--- src/rtl/hilo_pkg.sv ---
// Shared definitions for the HI/LO special-register unit: opcodes, widths, FSM states.
package hilo_pkg;

    localparam int unsigned HILO_OP_W   = 3;
    localparam int unsigned HILO_DATA_W = 32;

    localparam logic [HILO_OP_W-1:0] HILO_NOP     = 3'd0;
    localparam logic [HILO_OP_W-1:0] HILO_WR_HI   = 3'd1;
    localparam logic [HILO_OP_W-1:0] HILO_WR_LO   = 3'd2;
    localparam logic [HILO_OP_W-1:0] HILO_WR_BOTH = 3'd3;
    localparam logic [HILO_OP_W-1:0] HILO_MADD    = 3'd4;
    localparam logic [HILO_OP_W-1:0] HILO_MSUB    = 3'd5;

    typedef enum logic {
        HILO_IDLE = 1'b0,
        HILO_BUSY = 1'b1
    } hilo_state_e;

endpackage

--- src/rtl/hilo_acc_unit_if.sv ---
// Request/response bundle between the EX/MEM write-back path and the HI/LO unit.
interface hilo_acc_unit_if
    import hilo_pkg::*;
#(
    parameter int unsigned DATA_W = HILO_DATA_W
);

    logic                 op_valid;
    logic [HILO_OP_W-1:0] op;
    logic [DATA_W-1:0]    hi_i;
    logic [DATA_W-1:0]    lo_i;
    logic                 flush;
    logic                 op_ready;
    logic [DATA_W-1:0]    hi_o;
    logic [DATA_W-1:0]    lo_o;
    logic                 acc_done;
    logic                 ovf_o;

    modport master (
        output op_valid, op, hi_i, lo_i, flush,
        input  op_ready, hi_o, lo_o, acc_done, ovf_o
    );

    modport slave (
        input  op_valid, op, hi_i, lo_i, flush,
        output op_ready, hi_o, lo_o, acc_done, ovf_o
    );

endinterface

--- src/rtl/hilo_acc_addsub.sv ---
// Combinational 2*DATA_W two's-complement add/subtract with signed-overflow detect.
module hilo_acc_addsub #(
    parameter int unsigned W = 64
) (
    input  logic [W-1:0] a,
    input  logic [W-1:0] p,
    input  logic         sub,
    output logic [W-1:0] sum_c,
    output logic         ovf_c
);

    logic a_s;
    logic p_s;
    logic r_s;

    always_comb begin
        sum_c = sub ? (a - p) : (a + p);
        a_s   = a[W-1];
        p_s   = p[W-1];
        r_s   = sum_c[W-1];
        // Subtract compares against P's own sign so a most-negative P still flags.
        if (sub) begin
            ovf_c = (a_s != p_s) && (r_s != a_s);
        end else begin
            ovf_c = (a_s == p_s) && (r_s != a_s);
        end
    end

endmodule

--- src/rtl/hilo_acc_unit.sv ---
// Architectural HI/LO pair with direct writes and two-cycle MADD/MSUB accumulate.
module hilo_acc_unit
    import hilo_pkg::*;
#(
    parameter int unsigned DATA_W = HILO_DATA_W
) (
    input  logic            clk,
    input  logic            rst,
    hilo_acc_unit_if.slave  bus
);

    localparam int unsigned ACC_W = 2 * DATA_W;

    hilo_state_e        state_q, state_d;
    logic [DATA_W-1:0]  hi_q, hi_d;
    logic [DATA_W-1:0]  lo_q, lo_d;
    logic [ACC_W-1:0]   p_q, p_d;
    logic               sub_q, sub_d;
    logic               done_q, done_d;
    logic               ovf_q, ovf_d;

    logic               accept_c;
    logic [ACC_W-1:0]   sum_c;
    logic               ovf_c;

    hilo_acc_addsub #(
        .W (ACC_W)
    ) u_addsub (
        .a     ({hi_q, lo_q}),
        .p     (p_q),
        .sub   (sub_q),
        .sum_c (sum_c),
        .ovf_c (ovf_c)
    );

    assign accept_c = bus.op_valid && (state_q == HILO_IDLE) && !bus.flush;

    // State, HI/LO, stage and flag registers
    always_ff @(posedge clk or negedge rst) begin
        if (!rst) begin
            state_q <= HILO_IDLE;
            hi_q    <= '0;
            lo_q    <= '0;
            p_q     <= '0;
            sub_q   <= 1'b0;
            done_q  <= 1'b0;
            ovf_q   <= 1'b0;
        end else begin
            state_q <= state_d;
            hi_q    <= hi_d;
            lo_q    <= lo_d;
            p_q     <= p_d;
            sub_q   <= sub_d;
            done_q  <= done_d;
            ovf_q   <= ovf_d;
        end
    end

    // Next-state and datapath selection
    always_comb begin
        state_d = state_q;
        hi_d    = hi_q;
        lo_d    = lo_q;
        p_d     = p_q;
        sub_d   = sub_q;
        done_d  = 1'b0;
        ovf_d   = ovf_q;

        case (state_q)
            HILO_IDLE: begin
                if (accept_c) begin
                    case (bus.op)
                        HILO_WR_HI: hi_d = bus.hi_i;
                        HILO_WR_LO: lo_d = bus.lo_i;
                        HILO_WR_BOTH: begin
                            hi_d  = bus.hi_i;
                            lo_d  = bus.lo_i;
                            ovf_d = 1'b0;
                        end
                        HILO_MADD, HILO_MSUB: begin
                            p_d     = {bus.hi_i, bus.lo_i};
                            sub_d   = (bus.op == HILO_MSUB);
                            state_d = HILO_BUSY;
                        end
                        default: ;
                    endcase
                end
            end
            HILO_BUSY: begin
                state_d = HILO_IDLE;
                // A flush here cancels the commit entirely.
                if (!bus.flush) begin
                    hi_d   = sum_c[ACC_W-1:DATA_W];
                    lo_d   = sum_c[DATA_W-1:0];
                    done_d = 1'b1;
                    if (ovf_c) begin
                        ovf_d = 1'b1;
                    end
                end
            end
            default: state_d = HILO_IDLE;
        endcase
    end

    assign bus.op_ready = (state_q == HILO_IDLE);
    assign bus.hi_o     = hi_q;
    assign bus.lo_o     = lo_q;
    assign bus.acc_done = done_q;
    assign bus.ovf_o    = ovf_q;

endmodule
--- src/flat_wrapper.sv ---
// flat-port wrapper written by rule: the top's interface ports become plain ports
module hilo_acc_unit_flat import hilo_pkg::*;
#(
    parameter int unsigned DATA_W = HILO_DATA_W
)
  (clk, rst, bus_op_valid, bus_op, bus_hi_i, bus_lo_i, bus_flush, bus_op_ready, bus_hi_o, bus_lo_o, bus_acc_done, bus_ovf_o);
  hilo_acc_unit_if #(.DATA_W(DATA_W)) bus_i ();
  input  logic clk;
  input  logic rst;
  input wire logic [$bits(bus_i.op_valid)-1:0] bus_op_valid;
  input wire logic [$bits(bus_i.op)-1:0] bus_op;
  input wire logic [$bits(bus_i.hi_i)-1:0] bus_hi_i;
  input wire logic [$bits(bus_i.lo_i)-1:0] bus_lo_i;
  input wire logic [$bits(bus_i.flush)-1:0] bus_flush;
  output wire logic [$bits(bus_i.op_ready)-1:0] bus_op_ready;
  output wire logic [$bits(bus_i.hi_o)-1:0] bus_hi_o;
  output wire logic [$bits(bus_i.lo_o)-1:0] bus_lo_o;
  output wire logic [$bits(bus_i.acc_done)-1:0] bus_acc_done;
  output wire logic [$bits(bus_i.ovf_o)-1:0] bus_ovf_o;
  assign bus_i.op_valid = bus_op_valid;
  assign bus_i.op = bus_op;
  assign bus_i.hi_i = bus_hi_i;
  assign bus_i.lo_i = bus_lo_i;
  assign bus_i.flush = bus_flush;
  assign bus_op_ready = bus_i.op_ready;
  assign bus_hi_o = bus_i.hi_o;
  assign bus_lo_o = bus_i.lo_o;
  assign bus_acc_done = bus_i.acc_done;
  assign bus_ovf_o = bus_i.ovf_o;
  hilo_acc_unit #(.DATA_W(DATA_W)) u_core (.clk(clk), .rst(rst), .bus(bus_i));
endmodule
--- config.mk ---
export PLATFORM = sky130hd
export DESIGN_NAME = hilo_acc_unit_flat
export DESIGN_NICKNAME = d
export VERILOG_FILES = /design/src/rtl/hilo_pkg.sv /design/src/rtl/hilo_acc_unit_if.sv /design/src/rtl/hilo_acc_addsub.sv /design/src/rtl/hilo_acc_unit.sv /design/src/flat_wrapper.sv
export SDC_FILE = /design/constraint.sdc
export NUM_CORES = 1
export LEC_CHECK = 0
export ABC_AREA = 1
export CAP_MARGIN = 25
export CORE_MARGIN = 10
export CORE_UTILIZATION = 55
export CTS_BUF_LIST = sky130_fd_sc_hd__clkbuf_4 sky130_fd_sc_hd__clkbuf_8
export DETAILED_ROUTE_END_ITERATION = 10
export PLACE_DENSITY = 0.81
export SYNTH_ARGS = -nofsm -noshare
export SYNTH_HDL_FRONTEND = slang
export SYNTH_SLANG_ARGS = --single-unit
--- constraint.sdc ---
create_clock -name clk -period 4.4 [get_ports clk]
set_clock_uncertainty 0.15 [all_clocks]
set_input_delay 1.1 -clock clk [delete_from_list [all_inputs] [get_ports clk]]
set_output_delay 1.1 -clock clk [all_outputs]
set_load 0.02 [all_outputs]
# ---- After elaboration in Yosys (flattened, before gate mapping)
# Cells that the tools add are included.
# W data, S select, Z words.
dict set report classes {
  addsub 2
  n_eq_ne 14
  n_mux 20
  bitwise 1
  n_reduce_logical 12
}
# operator n
set op_table {}
lappend op_table {{$mux W32} 6}
lappend op_table {{$pmux W32 S2} 2}
lappend op_table {{$add A64 B64 Y64} 1}
lappend op_table {{$mux W64} 1}
lappend op_table {{$sub A64 B64 Y64} 1}
lappend op_table {{$mux W1} 9}
lappend op_table {{$reduce_and A3 Y1} 3}
lappend op_table {{$ne A2 B2 Y1 const B} 4}
lappend op_table {{$eq A3 B2 Y1 const B} 2}
lappend op_table {{$eq A3 B3 Y1 const B} 2}
lappend op_table {{$reduce_or A2 Y1} 3}
lappend op_table {{$logic_and A1 B1 Y1} 4}
lappend op_table {{$ne A2 B1 Y1 const B} 2}
lappend op_table {{$pmux W1 S2} 2}
lappend op_table {{$reduce_and A4 Y1} 1}
lappend op_table {{$eq A3 B1 Y1 const B} 1}
lappend op_table {{$ne A1 B1 Y1} 2}
lappend op_table {{$eq A1 B1 Y1} 1}
lappend op_table {{$logic_not A1 Y1} 1}
lappend op_table {{$not A1 Y1} 1}
dict set report totals {
  register_bits 132
  input_bits 71
  output_inout_bits 67
  word_cells 56
}

# ---- Depth between registers and ports, before layout
dict set report logic_depth {
  depth_word 8
  depth_mapped 31
  ltp_nobuf 31
}

# ---- Cells and area by module
# From an unflattened synthesis, not the netlist that was laid out.
dict set report hier_totals {
  hier_cells 2070
  hier_area_um2 12832.3
}
# module n_inst cells_each area_per_inst_um2 seq_area_each_um2
set modules_own_cells {}
lappend modules_own_cells {hilo_acc_addsub 1 1389 7016.7 0.0}
lappend modules_own_cells {hilo_acc_unit 1 681 5815.6 3303.2}

# ---- Worst setup path before layout
# Ideal clock, no wire load.
dict set report synth_path {
  kind {register -> register}
  start {reg u_core.p_q[0]}
  end {reg u_core.ovf_q, in the netlist u_core.bus.ovf_o}
  t_arrival_ns 3.109
  t_required_ns 4.129
  path_slack_ns 1.021
  path_stages_with_launch 28
  n_path_buf 0
  period_less_slack_ns 3.379
  path_cell_list {dfrtp_1 > inv_1 > ha_1 > inv_1 > nor2_1 > nand4_2 > nor2_2 > inv_2 > nor2_2 > nand2_2 > o21ai_2 > o211ai_2 > a21oi_2 > xor2_1 > ha_1 > nand2_1 > inv_1 > nand2_1 > and2_1 > nand2_1 > nand2_1 > nand2_1 > a21oi_1 > nand2_1 > nand2_1 > nand3_1 > nand3_1 > a21oi_1}
}
dict set report synth_via {
  elab_chain_cells 7
}
# element line_no
set synth_lines {}
lappend synth_lines {{start: declaration} hilo_acc_unit.sv:17} ;# logic [ACC_W-1:0] p_q, p_d;
lappend synth_lines {{start signal: assignment} hilo_acc_unit.sv:52} ;# p_q <= p_d;
lappend synth_lines {{$add A64 B64 Y64 or $sub A64 B64 Y64 (tied branches)} hilo_acc_addsub.sv:17} ;# sum_c = sub ? (a - p) : (a + p);
lappend synth_lines {{$mux W64 (*)} hilo_acc_addsub.sv:17}
lappend synth_lines {{$ne A1 B1 Y1 (*)} {hilo_acc_addsub.sv:23, hilo_acc_addsub.sv:25}}
lappend synth_lines {{$logic_and A1 B1 Y1, on equally long branches} {hilo_acc_addsub.sv:25, hilo_acc_addsub.sv:23}}
lappend synth_lines {{$mux W1 (*)} hilo_acc_addsub.sv:22} ;# if (sub) begin
lappend synth_lines {{$ne A2 B2 Y1 (no source line) (*)} n/a}
lappend synth_lines {{$reduce_and A4 Y1 (no source line) (*)} n/a}
lappend synth_lines {{end signal: assignment} hilo_acc_unit.sv:55} ;# ovf_q <= ovf_d;
lappend synth_lines {{end: declaration} hilo_acc_unit.sv:20} ;# logic ovf_q, ovf_d;
# Mark *: on every way between the ends. The rest lies on a longest branch, timed or not.
# A chain may end at the register's enable or synchronous reset.

# ---- Final worst setup path
dict set report layout_path {
  start {reg u_core.p_q[0]}
  end {reg u_core.hi_q[24], in the netlist u_core.bus.hi_o[24]}
}
dict set report layout_via {
  elab_chain_cells 4
}
# element line_no
set layout_lines {}
lappend layout_lines {{$add A64 B64 Y64 or $sub A64 B64 Y64 (tied branches)} hilo_acc_addsub.sv:17}
lappend layout_lines {{$mux W64 (*)} hilo_acc_addsub.sv:17}
lappend layout_lines {{$mux W32 (*)} hilo_acc_unit.sv:92} ;# if (!bus.flush) begin
lappend layout_lines {{$pmux W32 S2 (*)} hilo_acc_unit.sv:69} ;# case (state_q)
lappend layout_lines {{end signal: assignment} hilo_acc_unit.sv:50} ;# hi_q <= hi_d;
lappend layout_lines {{end: declaration} hilo_acc_unit.sv:15} ;# logic [DATA_W-1:0] hi_q, hi_d;
# Mark *: on every way between the ends. The rest lies on a longest branch, timed or not. The select of a mux whose other input is x is not followed.

==> results.md <==
- Number of buffers inserted during clock tree synthesis: 17
- TritonCTS clock tree: done
- Type of destination of the critical path: flop
- Clock H-tree levels: 4
- Ys Warns: 0
- Max-Cap Viols: 0
- Number of global-route vias before repair: 13.3k
- Static leakage: 7.35 nW
- Drt drc: 0
- Post-synthesis net count: 2,137
- NumNets Final: 2,279
- Worst Tran Pin Value: 0.744 ns
- Final core utilization: 67.2%
- Synth async-reset ratio: 100%
- Run status: complete, no violations
- Fin. max-slew vios: 0
- Clock insertion delay at the later pin of the skew report: around 0.48 ns
- Total grt overflow: 0
- Post-synth EDFFs: 0
- Synth Cell Area: 12,300 um^2
- Critical path type: reg -> reg
- Post-synthesis average cell area: 6.16 um^2
- Number of flip-flops and latches in the synthesized netlist: 132
- Die boundary height: 170 um
- Footprint of the multi-input gates: 7910 um^2
- Via count normalized by instance count: 5.73
- Endpoints failing setup: 0
- Number of cells traversed by the worst hold path: 2
- Detailed-route wire length per cell: 19.7 um
- First-pass GRT wire length: 73,600 um
- Sequential area share after synthesis: a little over a quarter
- Clock Tree Buf Depth: 2
- Number of cells traversed by the worst register-to-register path: 26
- DRT iter0 DRCs: 1,839
- Hpwl dp: between 30,000 and 40,000 um
- Crit path DAT: 4.46 ns
- Count of standard-cell rows: 54
- Final critical-path share of the clock period: 96.5%
- Relative slew margins: approximately half
- Max IR drop VDD: around 0.36 mV
- Number of vias in the routed layout: between 10k and 15k
- Cell area after placement: around 14,000 um^2
- Number of distinct library cells after synthesis: 44
- Power density normalized to cell area: 544 nW/um^2
- Effective utilization at floorplan: between 50% and 60%
- Antenna-violating nets left: 0
- Hold-fix buffers, CTS: 0
- Antenna Diode Count: 0
- Cells after synthesis: 2,001
- Port Buffers: approximately 140
- Total iterations of the first detailed-routing run: 9
- Sequential cell area: 3300 um^2
- Horizontal extent of the die: between 150 and 200 um
- Share of layout cells above drive strength 1: 7.33%
- GP Congestion: 1.07
- Post-route cell area: 14,800 um^2
- P&R area growth vs syn: 19.7%
- # clock sinks: 132
- Pin count of the biggest net entering global routing: 77
- Proportion of netlist area held by the largest area contributor: 26.8%
- Endpoints failing hold: 0
- IO Pins: 138
- Fill cell total of the finished layout: ~2.0k
- Initial antenna violation count: 0
- Std-Cell Core Area: 22,000 um^2
- Clock-pin transition on the worst setup and hold timing paths: 0.09 ns
- Most instantiated flip-flop cell in the synthesis netlist: sky130_fd_sc_hd__dfrtp_1
- Die Outline Area: 28,800 um^2
- Cell with the most instances after synthesis: sky130_fd_sc_hd__nand2_1
- Critical path launch point type: flop
- GR Util All Layers: 32.6%
- Final WL: 47,900 um
- Largest fanout of any net on the critical path: 6
- Final worst path period need: around 4.2 ns
- Most frequent cells after synthesis: 563 x sky130_fd_sc_hd__nand2_1, 306 x sky130_fd_sc_hd__inv_1, 245 x sky130_fd_sc_hd__nor2_1, 157 x sky130_fd_sc_hd__o21ai_0, 154 x sky130_fd_sc_hd__a21oi_1
- Worst min-delay path category: reg -> reg
- Top post-synthesis cells by area: sky130_fd_sc_hd__dfrtp_1 27%, sky130_fd_sc_hd__nand2_1 17%, sky130_fd_sc_hd__inv_1 9.3%, sky130_fd_sc_hd__nor2_1 7.5%, sky130_fd_sc_hd__ha_1 6.5%
- Highest Clock Rate: roughly 240 MHz
- Critical Path RT: 4.61 ns
- Worst Hold Margin: 0.370 ns
- Cell type with the largest total area after synthesis: sky130_fd_sc_hd__dfrtp_1
- Root Buffer: sky130_fd_sc_hd__clkbuf_8
[placed cells by master (no fill, tap or decap), drive strengths merged, types with 4 or more instances in the layout]
master,count
nand2,574
inv,313
nor2,259
o21ai,161
a21oi,157
clkdlybuf4s50,136
dfrtp,132
nand3,99
xor2,74
ha,64
buf,34
nor3,26
o21bai,23
nand4,22
clkbuf,19
xnor2,16
nor4,8
a31oi,6
clkinvlp,5
o31ai,4
o211ai,4
[logic make-up (layout without fill, tap and decap cells)]
family,Yosys count,in the layout,synth area share (%)
compound gates,366,366,16.1
simple gates,992,992,33.2
xor+xnor,90,90,6.39
fa+ha+maj,65,65,6.65
buf+inv,356,511,10.9
flops,132,132,26.8
[metrics by stage]
stage          std cells  total power [mW]  setup TNS, ns  setup WS (ns)
3_3_place_gp        2399              6.61              0          0.117
2_1_floorplan       2001              4.94              0           1.02
3_5_place_dp        2399              6.67        -0.0161        -0.0161
4_1_cts             2431              7.75              0         0.0509
6_report            2436              8.03              0          0.152
5_1_grt             2436              8.56         -0.161        -0.0673
[what timing repair did]
item,4_1_cts,5_1_grt
buffers inserted,0,5
pin swaps,0,8
gates resized for setup,2,59
setup endpoints to repair,2,24
[where the power goes]
part	internal (mW)	switching [mW]	total [mW]
sequential	1.46	0.306	1.77
combinational	1.76	3.44	5.20
clock	0.475	0.588	1.06
total	3.69	4.34	8.03
[worst max-delay path, cell delays in order, from the launching register on]
cell                       delay (ns)
sky130_fd_sc_hd__dfrtp_1         0.39
sky130_fd_sc_hd__inv_1           0.11
sky130_fd_sc_hd__ha_2            0.21
sky130_fd_sc_hd__inv_1           0.04
sky130_fd_sc_hd__nor2_1          0.11
sky130_fd_sc_hd__nand4_2         0.13
sky130_fd_sc_hd__nor2_2          0.18
sky130_fd_sc_hd__inv_2           0.09
sky130_fd_sc_hd__nor2_2          0.12
sky130_fd_sc_hd__nand2_2         0.10
sky130_fd_sc_hd__inv_2           0.07
sky130_fd_sc_hd__nand2_2         0.06
sky130_fd_sc_hd__nand2_4         0.12
sky130_fd_sc_hd__o21ai_0         0.12
sky130_fd_sc_hd__xor2_1          0.17
sky130_fd_sc_hd__ha_1            0.33
sky130_fd_sc_hd__nand2_1         0.12
sky130_fd_sc_hd__o21ai_0         0.20
sky130_fd_sc_hd__a21oi_1         0.39
sky130_fd_sc_hd__o21bai_1        0.16
sky130_fd_sc_hd__buf_4           0.17
sky130_fd_sc_hd__a21oi_1         0.25
sky130_fd_sc_hd__nand2_1         0.09
sky130_fd_sc_hd__nand2_1         0.07
sky130_fd_sc_hd__nand3_1         0.06
sky130_fd_sc_hd__nand2_1         0.08
sky130_fd_sc_hd__nand2_1         0.05
[per-layer routing]
metal  global-route usage (%)  vias to the layer above  wire length, um
met1                     43.9                     6467            20600
met3                     7.65                      109             4770
li1                         -                     6641                -
met4                     12.3                        0             1670
met5                        0                        -                0
met2                     49.7                      750            20800
[layout make-up]
class	instances	area share [%]
clock buffers	19	1.73
clock inverters	13	0.848
inverters	309	7.86
multi-input cells	1513	53.6
flip-flops and latches	132	22.4
well taps	280	2.37
repair buffers	170	11.2
[path summary, 6_finish.rpt]
check / startpoint / endpoint / slack (ns)
setup / recovery: u_core.p_q[0]$_DFFE_PN0P_ / u_core.bus.hi_o[24]$_DFFE_PN0P_ / 0.15
hold / removal: u_core.bus.hi_o[1]$_DFFE_PN0P_ / u_core.bus.hi_o[1]$_DFFE_PN0P_ / 0.37
setup reg to reg: u_core.p_q[0]$_DFFE_PN0P_ / u_core.bus.hi_o[24]$_DFFE_PN0P_ / 0.15
hold reg to reg: u_core.bus.hi_o[1]$_DFFE_PN0P_ / u_core.bus.hi_o[1]$_DFFE_PN0P_ / 0.37
max in group asynchronous: rst / u_core.p_q[7]$_DFFE_PN0P_ / 2.83
min in group asynchronous: rst / u_core.p_q[22]$_DFFE_PN0P_ / 0.48
[state kept, by name, indices dropped and copies added, names as in the netlist]
name                 count
u_core.p_q              64
u_core.bus.hi_o         32
u_core.bus.lo_o         32
u_core.bus.acc_done      1
u_core.bus.ovf_o         1
u_core.state_q           1
u_core.sub_q             1
No activity file was read; power rests on OpenSTA's default activity.
